## src/rtl/ecg_beat_detector.sv

```systemverilog
// R-peak detector for the ECG sample stream: threshold crossing with refractory
// lockout, beat interval measurement, beat counting and loss-of-signal flag.
module ecg_beat_detector #(
    parameter logic [15:0] THRESHOLD  = 16'h9000,
    parameter int unsigned REFRACTORY = 40,
    parameter int unsigned TIMEOUT    = 1000
) (
    input  logic        clk,
    input  logic        reset,
    input  logic        sample_valid,
    input  logic [15:0] sample_in,
    input  logic        enable,
    output logic        beat,
    output logic [15:0] peak_value,
    output logic [15:0] interval,
    output logic        interval_valid,
    output logic [7:0]  beat_count,
    output logic        lost
);

    localparam logic [15:0] REF_LOAD = 16'(REFRACTORY - 1);
    localparam logic [15:0] TIMEOUT_W = 16'(TIMEOUT);

    typedef enum logic [1:0] {
        ARMED,
        ABOVE,
        REFRACT
    } state_t;

    state_t      state;
    logic [15:0] peak_track;
    logic [15:0] ref_cnt;
    logic [15:0] since_cnt;
    logic        have_prev;

    logic        above;
    logic [15:0] since_next;
    logic        timeout_hit;

    assign above       = (sample_in >= THRESHOLD);
    assign since_next  = (since_cnt == 16'hFFFF) ? since_cnt : since_cnt + 16'd1;
    assign timeout_hit = (since_next == TIMEOUT_W);

    always_ff @(posedge clk or posedge reset) begin
        if (reset) begin
            state          <= ARMED;
            peak_track     <= '0;
            ref_cnt        <= '0;
            since_cnt      <= '0;
            have_prev      <= 1'b0;
            beat           <= 1'b0;
            peak_value     <= '0;
            interval       <= '0;
            interval_valid <= 1'b0;
            beat_count     <= '0;
            lost           <= 1'b0;
        end else begin
            beat <= 1'b0;
            if (!enable) begin
                state          <= ARMED;
                ref_cnt        <= '0;
                since_cnt      <= '0;
                have_prev      <= 1'b0;
                interval_valid <= 1'b0;
            end else if (sample_valid) begin
                since_cnt <= since_next;
                if (timeout_hit) begin
                    lost <= 1'b1;
                end
                unique case (state)
                    ARMED: begin
                        if (above) begin
                            state      <= ABOVE;
                            peak_track <= sample_in;
                        end
                    end
                    ABOVE: begin
                        if (above) begin
                            if (sample_in > peak_track) begin
                                peak_track <= sample_in;
                            end
                        end else begin
                            // Beat: later assignments override the timeout set above.
                            beat       <= 1'b1;
                            peak_value <= peak_track;
                            ref_cnt    <= REF_LOAD;
                            state      <= REFRACT;
                            since_cnt  <= '0;
                            beat_count <= beat_count + 8'd1;
                            lost       <= 1'b0;
                            have_prev  <= 1'b1;
                            if (have_prev) begin
                                interval       <= since_next;
                                interval_valid <= 1'b1;
                            end
                        end
                    end
                    REFRACT: begin
                        if (ref_cnt != 16'd0) begin
                            ref_cnt <= ref_cnt - 16'd1;
                        end else if (!above) begin
                            state <= ARMED;
                        end
                    end
                    default: begin
                        state <= ARMED;
                    end
                endcase
            end
        end
    end

endmodule

```

## config.mk

```make
export PLATFORM = sky130hd
export DESIGN_NAME = ecg_beat_detector
export DESIGN_NICKNAME = d
export VERILOG_FILES = /design/src/rtl/ecg_beat_detector.sv
export SDC_FILE = /design/constraint.sdc
export NUM_CORES = 1
export LEC_CHECK = 0
export BUFFER_PORTS_ARGS = -buffer_cell sky130_fd_sc_hd__buf_4
export CORE_ASPECT_RATIO = 0.6
export CORE_MARGIN = 2
export CORE_UTILIZATION = 30
export DETAILED_ROUTE_END_ITERATION = 12
export SYNTH_ARGS = -nofsm -noshare
export SYNTH_HDL_FRONTEND = slang
export SYNTH_SLANG_ARGS = --single-unit
```

## constraint.sdc

```tcl
create_clock -name clk -period 3.1 [get_ports clk]
set_clock_uncertainty 0.15 [all_clocks]
set_input_delay 0.155 -clock clk [delete_from_list [all_inputs] [get_ports clk]]
set_output_delay 0.155 -clock clk [all_outputs]
set_load 0.02 [all_outputs]
```

==> results.md, run 1 <==
* Post-CTS Resized at 0
* Number of vias per cell at 5.02
* Crit path DAT at 2.92 ns
* Max-cap viol count at 0
* Grt met3 use at 0.0356
* Post-route setup slack at 0.252 ns
* Netlist cell types at 49
* Area leader, netlist: dfrtp_1
* Vias at 3,786
* FMAX at 351 MHz
* R2r setup slk at 0.31 ns
* Detail Route Antenna Nets at 0
* Kind of critical path: input port to flop
* Global routing usage on met2 at 0.191
* Clk_lat worst skew at 0.33 ns
* Design Area, Final at 0.00601 sq mm
* Final Hold Fails at 0
* First-pass GRT wire length at 18,700 microns
* Largest net degree at the start of global routing at 95
* Hold Buf Count CTS at 17
* Setup repair after global routing missed its margin: no
* Cells after Synth at 466
* Clock Path Buffers at 2
* Synth warnings at 0
* Sequential fraction of the synthesis area at 0.488
* # DRC at 0
* Synth async-reset ratio at 1.00
* Max FO, Critical Path at 11
* Total power at 3.19 mW
* M1 GR Usage at 0.215
* Synth Net Count at 506
* Worst EP required at 3.17 ns
* Placed cell area at 0.00556 sq mm
* IO Pins at 63
* Initial DRC Count at 334
* All-Layer GR Usage at 0.139
* Max-slew violation count at 0
* Die ar. at 0.0171 sq mm
* Worst vdd ir at 0.358 mV
* Hold path startpoint: sample_valid
* Chip height at 102 microns
* Hold Path Stages at 3
* Final worst path period need at 2.85 ns
* Final period util at 0.919
* H-Tree Level Count at 3
* Initial Utilization at 0.310
* Dpl ws at 0.341 ns
* Post-DP HPWL at 8040 microns
* TritonCTS buffer count at 9
* Flops & latches, synth at 94
* CTS sink count at 94
* Gr busiest metal: met1
* Worst hold slack at 0.0548 ns
* Number of antenna violations at the first check in global routing at 0
* Row count at 35
* Final nets at 587
* Post-CTS Repair Setup Buffers at 0
* N_diodes at 0
* Vias in the first global route at 3,571
* Routed WL at 11,300 microns
* Post-Synthesis Mean Instance Area at 10.4 sq um
* Hold WC Path Type: input port to flop
* Worst Tran Pin Value at 0.657 ns
* Crit Reg-Reg Endpoint: lost
* TNS Setup at 0 ns
* CP Launch Type: input port
* # port buffers at 62
* Hold Path Sink: state[1]
* Cell Area, Synth at 0.00482 sq mm
* Root Buffer: clkbuf_16
* Post-synth top flop: dfrtp_1
* Cells taking the most area after synthesis: dfrtp_1, mux2_2, ha_1, xnor2_1, o21ai_0
* Crit Reg-Reg Startpoint: since_cnt[0]
* Synth-to-Final Area Change at 24.5%
* Worst-path clk slew at 0.07 ns
* Core area at 0.0155 sq mm
* Final setup viols at 0
* CP endpoint kind: flop
* Rel. slew slack at 0.560
* First drt pass iteration count at 4
* EDFF count, synth at 0
* Worst-case reg-to-reg path depth at 7
* Top cell type's share of synthesized area at 0.488
* Leakage power at 2.81 nW
* Die width at 168 microns
* PwrDens at 531 mW/mm^2
* Share of cells above drive strength 1 at 0.241
* Outcome: finished clean
* CTS tree: done
* GP Congestion at 0.856
* Grt ovf at 0
* Routed length per instance at 15.0 microns
-- cell usage after synthesis (4+ instances only) --
master and number:
nor2_1 29, xnor2_1 22, mux2_2 33, dfrtp_1 94, buf_4 5, a31oi_1 4
nand2b_1 5, inv_1 21, nand3_1 14, nand2_1 39, nor4_1 7, a21o_1 9
nor2b_1 9, a21oi_1 12, xor2_1 6, o21ai_0 35, o31ai_1 6, ha_1 20
mux2i_1 5, nor3_1 10, and3_1 7, clkbuf_1 14, nand4_1 13, or3_1 6
-- final cells by class --
cell class | count | area (sq um)
clock buffer | 10 | 239
clock inverter | 5 | 42.5
fill | 1521 | 9540
inverter | 21 | 81.3
multi-input combinational | 329 | 2290
sequential | 94 | 2350
tap | 203 | 254
timing repair buffer | 92 | 746
-- metrics by stage --
| step | utilization | instances |
|---|---|---|
| CTS | 0.386 | 754 |
| global route | 0.386 | 754 |
| floorplan | - | 466 |
| finish | 0.386 | 754 |
| detailed placement | 0.357 | 722 |
| global placement | 0.357 | 722 |
-- per-layer routing --
| layer | vias up | wire (microns) |
|---|---|---|
| met5 | - | 0 |
| li1 | 1825 | - |
| met3 | 11 | 805 |
| met1 | 1803 | 5920 |
| met2 | 147 | 4470 |
| met4 | 0 | 97 |
-- cell usage in the layout, fill, tap and decap left out, types with 7 or more instances in the layout --
cell,count
and3_1,7
a21oi_1,12
o21ai_0,35
mux2_2,33
ha_1,20
nor4_1,7
a21o_1,9
nor2b_1,9
clkbuf_16,9
dlygate4sd3_1,17
nor2_1,29
dfrtp_1,94
xnor2_1,22
nand3_1,14
nor3_1,9
buf_4,74
inv_1,20
nand4_1,13
nand2_1,39
-- worst max-delay path, cell delays in order --
cell	delay (ns)
dlygate4sd3_1	0.54
buf_4	0.15
ha_1	0.29
nand4_1	0.14
nor3_1	0.30
o21ai_0	0.14
a31oi_1	0.54
buf_4	0.32
mux2_2	0.35
-- sequential cells by signal (all words and copies together) (netlist names) --
name and flops:
peak_value 16, beat 1, have_prev 1, state 2, interval_valid 1, since_cnt 16, lost 1, interval 16
peak_track 16, beat_count 8, ref_cnt 16
-- report_power, final --
part           total, mW  internal, mW  switching, mW
registers           1.48          1.37          0.114
clock network       1.04         0.570          0.474
logic              0.666         0.333          0.333
total               3.19          2.27          0.922
-- cell families (layout without fill, tap and decap cells) --
| group | count (synthesis) | after routing | synth area share |
|---|---|---|---|
| compound gates | 88 | 88 | 0.119 |
| xor+xnor | 28 | 28 | 0.0508 |
| fa+ha+maj | 20 | 20 | 0.0519 |
| buf+inv | 43 | 128 | 0.0381 |
| flops | 94 | 94 | 0.488 |
| mux | 38 | 38 | 0.0874 |
| simple gates | 155 | 155 | 0.166 |
-- worst max-delay path by stage --
| stage | start | to | depth (start not counted) |
|---|---|---|---|
| 6_report | sample_in[13] | peak_track[13] | 9 |
| 5_1_grt | sample_in[13] | peak_track[13] | 9 |
| 4_1_cts | sample_in[14] | peak_track[13] | 9 |
| 3_5_place_dp | peak_track[14] | peak_track[13] | 8 |
| 3_3_place_gp | since_cnt[0] | lost | 7 |
| 2_1_floorplan | reset | beat | 1 |
Note: power is estimated with default switching activity, not from simulation.
==> inputs of run 2 (changes only) <==
- ABC_AREA: unset -> 1
- CORE_UTILIZATION: 30 -> 33
==> run 2 against run 1 <==
Net effect:
- clock-buffer cell count is the same
- highest routed layer unchanged
- utilization up 2.4 points
- largest cell class is now multi-input combinational cells
- fmax is 18% higher
==> results.md, run 2 <==
* Outcome: finished clean (unchanged)
* Leakage power at 3.13 nW (was 2.81 nW)
* Kind of critical path: input port to flop (unchanged)
* Die ar. at 0.0166 sq mm (was 0.0171 sq mm)
* Vias at 4,277 (was 3,786)
* Chip height at 101 microns (was 102 microns)
* Detail Route Antenna Nets at 0 (unchanged)
* Total power at 4.26 mW (was 3.19 mW)
* Setup repair after global routing missed its margin: no (unchanged)
* Clock Path Buffers at 2 (unchanged)
* Fill cells at 1,545 (was 1,521)
* Placed Cells at 888 (was 722)
* CTS sink count at 94 (unchanged)
* Die width at 165 microns (was 168 microns)
* Initial Utilization at 0.336 (was 0.310)
* Post-synth top flop: dfrtp_1 (unchanged)
* FMAX at 414 MHz (was 351 MHz)
* H-Tree Level Count at 3 (unchanged)
* Multi-input logic area at 0.00244 sq mm (was 0.00229 sq mm)
* CP endpoint kind: flop (unchanged)
* Crit-path max cell delay at 0.53 ns (was 0.54 ns)
* EDFF count, synth at 0 (unchanged)
* First-pass GRT wire length at 20,400 microns (was 18,700 microns)
* Worst-path clk slew at 0.07 ns (about the same)
* Flops & latches, synth at 94 (unchanged)
* Root Buffer: clkbuf_16 (unchanged)
* Post-Synthesis Mean Instance Area at 8.08 sq um (was 10.4 sq um)
* Top cell type's share of synthesized area at 0.458 (was 0.488)
* TritonCTS buffer count at 9 (unchanged)
* Netlist cell types at 36 (was 49)
* Post-DP HPWL at 8780 microns (was 8040 microns)
* Finished Layout Cells at 920 (was 754)
* Hold WC Path Type: input port to flop (unchanged)
* Most frequent CP cell: nand2_1 (was buf_4)
* Synth async-reset ratio at 1.00 (unchanged)
* Flop pwr share at 0.399 (was 0.464)
* Synth-to-Final Area Change at 22.0% (was 24.5%)
* Initial DRC Count at 317 (was 334)
* CP Launch Type: input port (unchanged)
* Max-slew violation count at 0 (unchanged)
* Most numerous cell in the Yosys netlist: nand2_1 (was dfrtp_1)
* Crit path DAT at 2.50 ns (was 2.92 ns)
* CTS tree: done (unchanged)
* Register Area at 0.00235 sq mm (unchanged)
* Critical path's slowest cell: dlygate4sd3_1 (unchanged)
* Cell Area, Synth at 0.00514 sq mm (was 0.00482 sq mm)
* Max-cap viol count at 0 (unchanged)
* # port buffers at 62 (unchanged)
* Design Area, Final at 0.00627 sq mm (was 0.00601 sq mm)
* Share of cells above drive strength 1 at 0.176 (was 0.241)
* Clk_lat worst skew at 0.35 ns (was 0.33 ns)
* Final setup viols at 0 (unchanged)
* Final worst path period need at 2.42 ns (was 2.85 ns)
* GP Congestion at 0.853 (was 0.856)
* TNS Setup at 0 ns (unchanged)
* Max FO, Critical Path at 16 (was 11)
* Final core utilization at 0.410 (was 0.386)
* Number of antenna violations at the first check in global routing at 0 (unchanged)
* Row count at 35 (unchanged)
* N_diodes at 0 (unchanged)
* Rel. slew slack at 0.660 (was 0.560)
* Sequential fraction of the synthesis area at 0.458 (was 0.488)
* Placed cell area at 0.00581 sq mm (was 0.00556 sq mm)
* Routed length per instance at 13.4 microns (was 15.0 microns)
* IO Pins at 63 (unchanged)
* Routed WL at 12,300 microns (was 11,300 microns)
* All-Layer GR Usage at 0.158 (was 0.139)
* Cells taking the most area after synthesis: dfrtp_1, nand2_1, ha_1, o21ai_0, inv_1 (was dfrtp_1, mux2_2, ha_1, xnor2_1, o21ai_0)
* Worst EP required at 3.19 ns (was 3.17 ns)
* PwrDens at 680 mW/mm^2 (was 531 mW/mm^2)
* Crit-path cells: dlygate4sd3_1 -> buf_4 -> ha_1 -> nand2_1 -> nor2_1 -> nand4_1 -> inv_1 -> nand3_1 -> nand3_1 -> o21ai_0 -> nand2_2 -> nand2_2 -> nand2_1 -> nand2_1 (was dlygate4sd3_1 -> buf_4 -> ha_1 -> nand4_1 -> nor3_1 -> o21ai_0 -> a31oi_1 -> buf_4 -> mux2_2)
* Post-CTS Resized at 0 (unchanged)
* Most common cell after layout, fill and taps aside: nand2_1 (was dfrtp_1)
* Combinational share of power at 0.338 (was 0.209)
* Post-synth top cells: nand2_1, dfrtp_1, inv_1, nor2_1, o21ai_0 (was dfrtp_1, nand2_1, o21ai_0, mux2_2, nor2_1)
* Core area at 0.0153 sq mm (was 0.0155 sq mm)
* Vias in the first global route at 3,884 (was 3,571)
* Number of vias per cell at 4.65 (was 5.02)
* Largest net degree at the start of global routing at 95 (unchanged)
* Sw Pwr at 1.58 mW (was 0.922 mW)
* Worst Tran Pin Value at 0.509 ns (was 0.657 ns)
* Synth warnings at 0 (unchanged)
* Final period util at 0.780 (was 0.919)
* Area leader, netlist: dfrtp_1 (unchanged)
* Cell internal pwr at 2.68 mW (was 2.27 mW)
* # DRC at 0 (unchanged)
* Sw Ratio at 0.371 (was 0.289)
* Cells after Synth at 636 (was 466)
* Synth Net Count at 676 (was 506)
* First drt pass iteration count at 5 (was 4)
* Grt ovf at 0 (unchanged)
* Clk pwr share at 0.264 (was 0.327)
* Final nets at 752 (was 587)
* Most frequent cells in the layout: nand2_1, dfrtp_1, buf_4 (was dfrtp_1, buf_4, nand2_1)
* R2r setup slk at 0.78 ns (was 0.31 ns)
* Worst vdd ir at 0.368 mV (was 0.358 mV)
* Final Hold Fails at 0 (unchanged)
## run 2: cell families (layout without fill, tap and decap cells)
group,after synthesis,count (layout),synth area share
buf+inv,84,165,0.0682
flops,94,94,0.458
xor+xnor,17,17,0.0290
fa+ha+maj,20,20,0.0487
simple gates,331,331,0.296
compound gates,90,90,0.100
## run 2: power groups by stage
stage | clock network [mW] | registers [mW] | logic [mW]
floorplan | 0 | 1.82 | 0.850
global placement | 0 | 1.72 | 1.41
detailed placement | 0 | 1.71 | 1.43
CTS | 1.16 | 1.70 | 1.45
global route | 1.22 | 1.74 | 1.64
finish | 1.12 | 1.70 | 1.44
## run 2: layout make-up
type | instances | share of cell area
clock buffers | 10 | 0.0365
clock inverters | 6 | 0.0116
inverters | 68 | 0.0419
multi-input cells | 458 | 0.389
flip-flops and latches | 94 | 0.375
well taps | 203 | 0.0405
repair buffers | 81 | 0.105
## run 2: path summary, 6_finish.rpt
path	startpoint	endpoint	cells past startpoint
setup / recovery	sample_in[13]	peak_track[13]	14
hold / removal	enable	interval_valid	3
setup reg to reg	peak_track[15]	peak_track[13]	13
hold reg to reg	peak_track[9]	peak_track[9]	2
max in group asynchronous	reset	since_cnt[9]	4
min in group asynchronous	reset	ref_cnt[3]	4
## run 2: stage by stage
| step | hold slack, ns | setup WS (ns) |
|---|---|---|
| floorplan | 0.150 | 0.346 |
| global placement | 0.176 | 0.840 |
| detailed placement | 0.181 | 0.760 |
| CTS | 0.00217 | 0.680 |
| global route | 0.0393 | 0.453 |
| finish | 0.0166 | 0.684 |
## run 2: timing repair
action                                 CTS  global route
buffers inserted                         0             0
hold buffers                            16             0
endpoints found under the hold margin  109             0
## run 2: routing by layer
| layer | share of wire | track usage | up-vias | wire (microns) |
|---|---|---|---|---|
| li1 | - | - | 2225 | - |
| met1 | 0.55 | 0.259 | 1934 | 6820 |
| met2 | 0.38 | 0.204 | 114 | 4700 |
| met3 | 0.059 | 0.0383 | 4 | 732 |
| met4 | 0.0044 | 0.0301 | 0 | 54 |
| met5 | 0 | 0 | - | 0 |
## run 2: critical path: cells and delay by family
family | cells | cell delay [ns]
buffers and inverters | 3 | 0.78
AND/OR/NAND/NOR | 9 | 1.17
AO/OA/AOI/OAI | 1 | 0.11
adder cells (fa/ha/maj) | 1 | 0.30
==> inputs of run 3 (changes only) <==
- clock period: 3.1 -> 2.23 ns (I/O delays scaled with it)
==> run 3 against run 2 <==
Net effect:
- setup slack got worse by 0.56 ns
- design area rose by 2.1%
- die area did not move
- critical path depth did not move
- via count rose by 3.2%
- critical endpoint is now peak_track[2]
==> results.md, run 3 (synthesis gave the netlist of run 2 again) <==
* Outcome: finished clean (unchanged)
* Clk pwr share at 0.255 (was 0.264)
* Worst EP required at 2.37 ns (was 3.19 ns)
* All-Layer GR Usage at 0.166 (was 0.158)
* CP Launch Type: input port (unchanged)
* Critical path's slowest cell: dlygate4sd3_1 (unchanged)
* FMAX at 475 MHz
* Crit-path cells: dlygate4sd3_1 -> buf_4 -> ha_1 -> nand2_1 -> nor2_2 -> nand4_1 -> inv_1 -> nand3_1 -> nand3_1 -> o21ai_2 -> nand2_2 -> buf_8 -> nand3_1 -> nand2_1 (was dlygate4sd3_1 -> buf_4 -> ha_1 -> nand2_1 -> nor2_1 -> nand4_1 -> inv_1 -> nand3_1 -> nand3_1 -> o21ai_0 -> nand2_2 -> nand2_2 -> nand2_1 -> nand2_1)
* Sw Pwr at 2.29 mW (was 1.58 mW)
* Synth-to-Final Area Change at 24.5% (was 22.0%)
* Initial DRC Count at 434 (was 317)
* Design Area, Final at 0.00640 sq mm (was 0.00627 sq mm)
* Post-DP HPWL at 9180 microns (was 8780 microns)
* Die width at 165 microns (unchanged)
* N_diodes at 0 (unchanged)
* Routed WL at 12,800 microns (was 12,300 microns)
* Final nets at 767 (was 752)
* CP endpoint kind: flop (unchanged)
* Total power at 5.99 mW (was 4.26 mW)
* Vias in the first global route at 4,043 (was 3,884)
* Most frequent cells in the layout: nand2_1, dfrtp_1, buf_4 (unchanged)
* Post-route setup slack at 0.123 ns (was 0.684 ns)
* Final setup viols at 0 (unchanged)
* Final Hold Fails at 0 (unchanged)
* Max-slew violation count at 0 (unchanged)
* Routed length per instance at 13.7 microns (was 13.4 microns)
* Most frequent CP cell: nand3_1 (was nand2_1)
* Die ar. at 0.0166 sq mm (unchanged)
* TNS Setup at 0 ns (unchanged)
* Worst vdd ir at 0.579 mV (was 0.368 mV)
* Kind of critical path: input port to flop (unchanged)
* Leakage power at 3.21 nW (was 3.13 nW)
* Cell internal pwr at 3.70 mW (was 2.68 mW)
* Max-cap viol count at 0 (unchanged)
* Worst hold slack at 0.0479 ns (was 0.0166 ns)
* Crit path DAT at 2.24 ns (was 2.50 ns)
* # DRC at 0 (unchanged)
* Crit Reg-Reg Startpoint: since_cnt[0] (was peak_track[15])
* Flop pwr share at 0.394 (was 0.399)
* Number of antenna violations at the first check in global routing at 0 (unchanged)
* Final worst path period need at 2.11 ns
* GP Congestion at 0.896 (was 0.853)
* Placed cell area at 0.00591 sq mm (was 0.00581 sq mm)
* CTS tree: done (unchanged)
* Largest net degree at the start of global routing at 95 (unchanged)
* H-Tree Level Count at 3 (unchanged)
* Dpl ws at 0.0773 ns (was 0.760 ns)
* Hold path startpoint: sample_valid (was enable)
* Initial Utilization at 0.336 (unchanged)
* Max FO, Critical Path at 15 (was 16)
* Root Buffer: clkbuf_16 (unchanged)
* Core area at 0.0153 sq mm (unchanged)
* Hold WC Path Type: input port to flop (unchanged)
* Crit-path max cell delay at 0.54 ns (was 0.53 ns)
* Detail Route Antenna Nets at 0 (unchanged)
* Crit path from: sample_in[14] (was sample_in[13])
* Share of cells above drive strength 1 at 0.195 (was 0.176)
* CTS sink count at 94 (unchanged)
* Number of vias per cell at 4.72 (was 4.65)
* Grt ovf at 0 (unchanged)
* Final period util at 0.945
* Most common cell after layout, fill and taps aside: nand2_1 (unchanged)
* Combinational share of power at 0.351 (was 0.338)
* Rel. slew slack at 0.656 (was 0.660)
* PwrDens at 936 mW/mm^2 (was 680 mW/mm^2)
* IO Pins at 63 (unchanged)
* Clk_lat worst skew at 0.35 ns (about the same)
* Chip height at 101 microns (unchanged)
* Worst Tran Pin Value at 0.516 ns (was 0.509 ns)
* TritonCTS buffer count at 9 (unchanged)
* Worst-path clk slew at 0.07 ns (about the same)
* Vias at 4,412 (was 4,277)
* First-pass GRT wire length at 21,400 microns (was 20,400 microns)
* First drt pass iteration count at 5 (unchanged)
* Row count at 35 (unchanged)
* Sw Ratio at 0.382 (was 0.371)
* # port buffers at 62 (unchanged)
* Clock Path Buffers at 2 (unchanged)
[run 3: cell types whose count changed in the layout (fill, tap and decap cells not counted), sizes merged]
| cell | change |
|---|---|
| buf | +14 |
| clkinv | -2 |
| inv | +4 |
| clkbuf | -1 |
| bufinv | -1 |
| dlygate4sd3 | +1 |
[run 3: final cells by class]
cell class | count | area, sq um
clock buffer | 9 | 225
clock inverter | 7 | 62.6
fill | 1507 | 8880
inverter | 68 | 264
multi-input combinational | 458 | 2460
sequential | 94 | 2350
tap | 203 | 254
timing repair buffer | 96 | 783
[run 3: power groups by stage]
stage	logic, mW	registers, mW	clock network, mW
global placement	2.02	2.38	0
finish	2.10	2.36	1.53
global route	2.37	2.41	1.68
floorplan	1.18	2.54	0
detailed placement	2.04	2.38	0
CTS	2.07	2.35	1.58
[run 3: what timing repair did]
| action | in CTS | in global routing |
|---|---|---|
| endpoints found under the hold margin | 114 | 0 |
| hold buffers | 17 | 0 |
| setup buffers | 0 | 0 |
| endpoints found under the setup margin | 0 | 16 |
| resized for setup | 0 | 7 |
[run 3: final timing paths]
check / endpoint / slack (ns) / cells past startpoint
worst max-delay path: peak_track[2] / 0.12 / 14
worst min-delay path: since_cnt[14] / 0.05 / 5
worst max register to register: lost / 0.16 / 12
worst min register to register: peak_track[7] / 0.32 / 2
max in group asynchronous: ref_cnt[4] / 1.25 / 4
min in group asynchronous: since_cnt[15] / 0.31 / 4
[run 3: metal layers]
metal,wire length (microns),global-route usage
met5,0,0
met4,92,0.0341
met3,813,0.0436
met2,4810,0.214
met1,7120,0.269
[run 3: stage by stage]
| stage | instances | util |
|---|---|---|
| after detailed placement | 902 | 0.387 |
| after global placement | 902 | 0.387 |
| final | 935 | 0.419 |
| after CTS | 935 | 0.417 |
| after floorplan | 636 | - |
| after global routing | 935 | 0.419 |
[run 3: critical path: cells and delay by family]
kind	cells	cell delay, ns
AOI/OAI and AO/OA	1	0.06
adders and majority gates	1	0.27
buffers and inverters	4	0.97
and+or+nand+nor	8	0.82
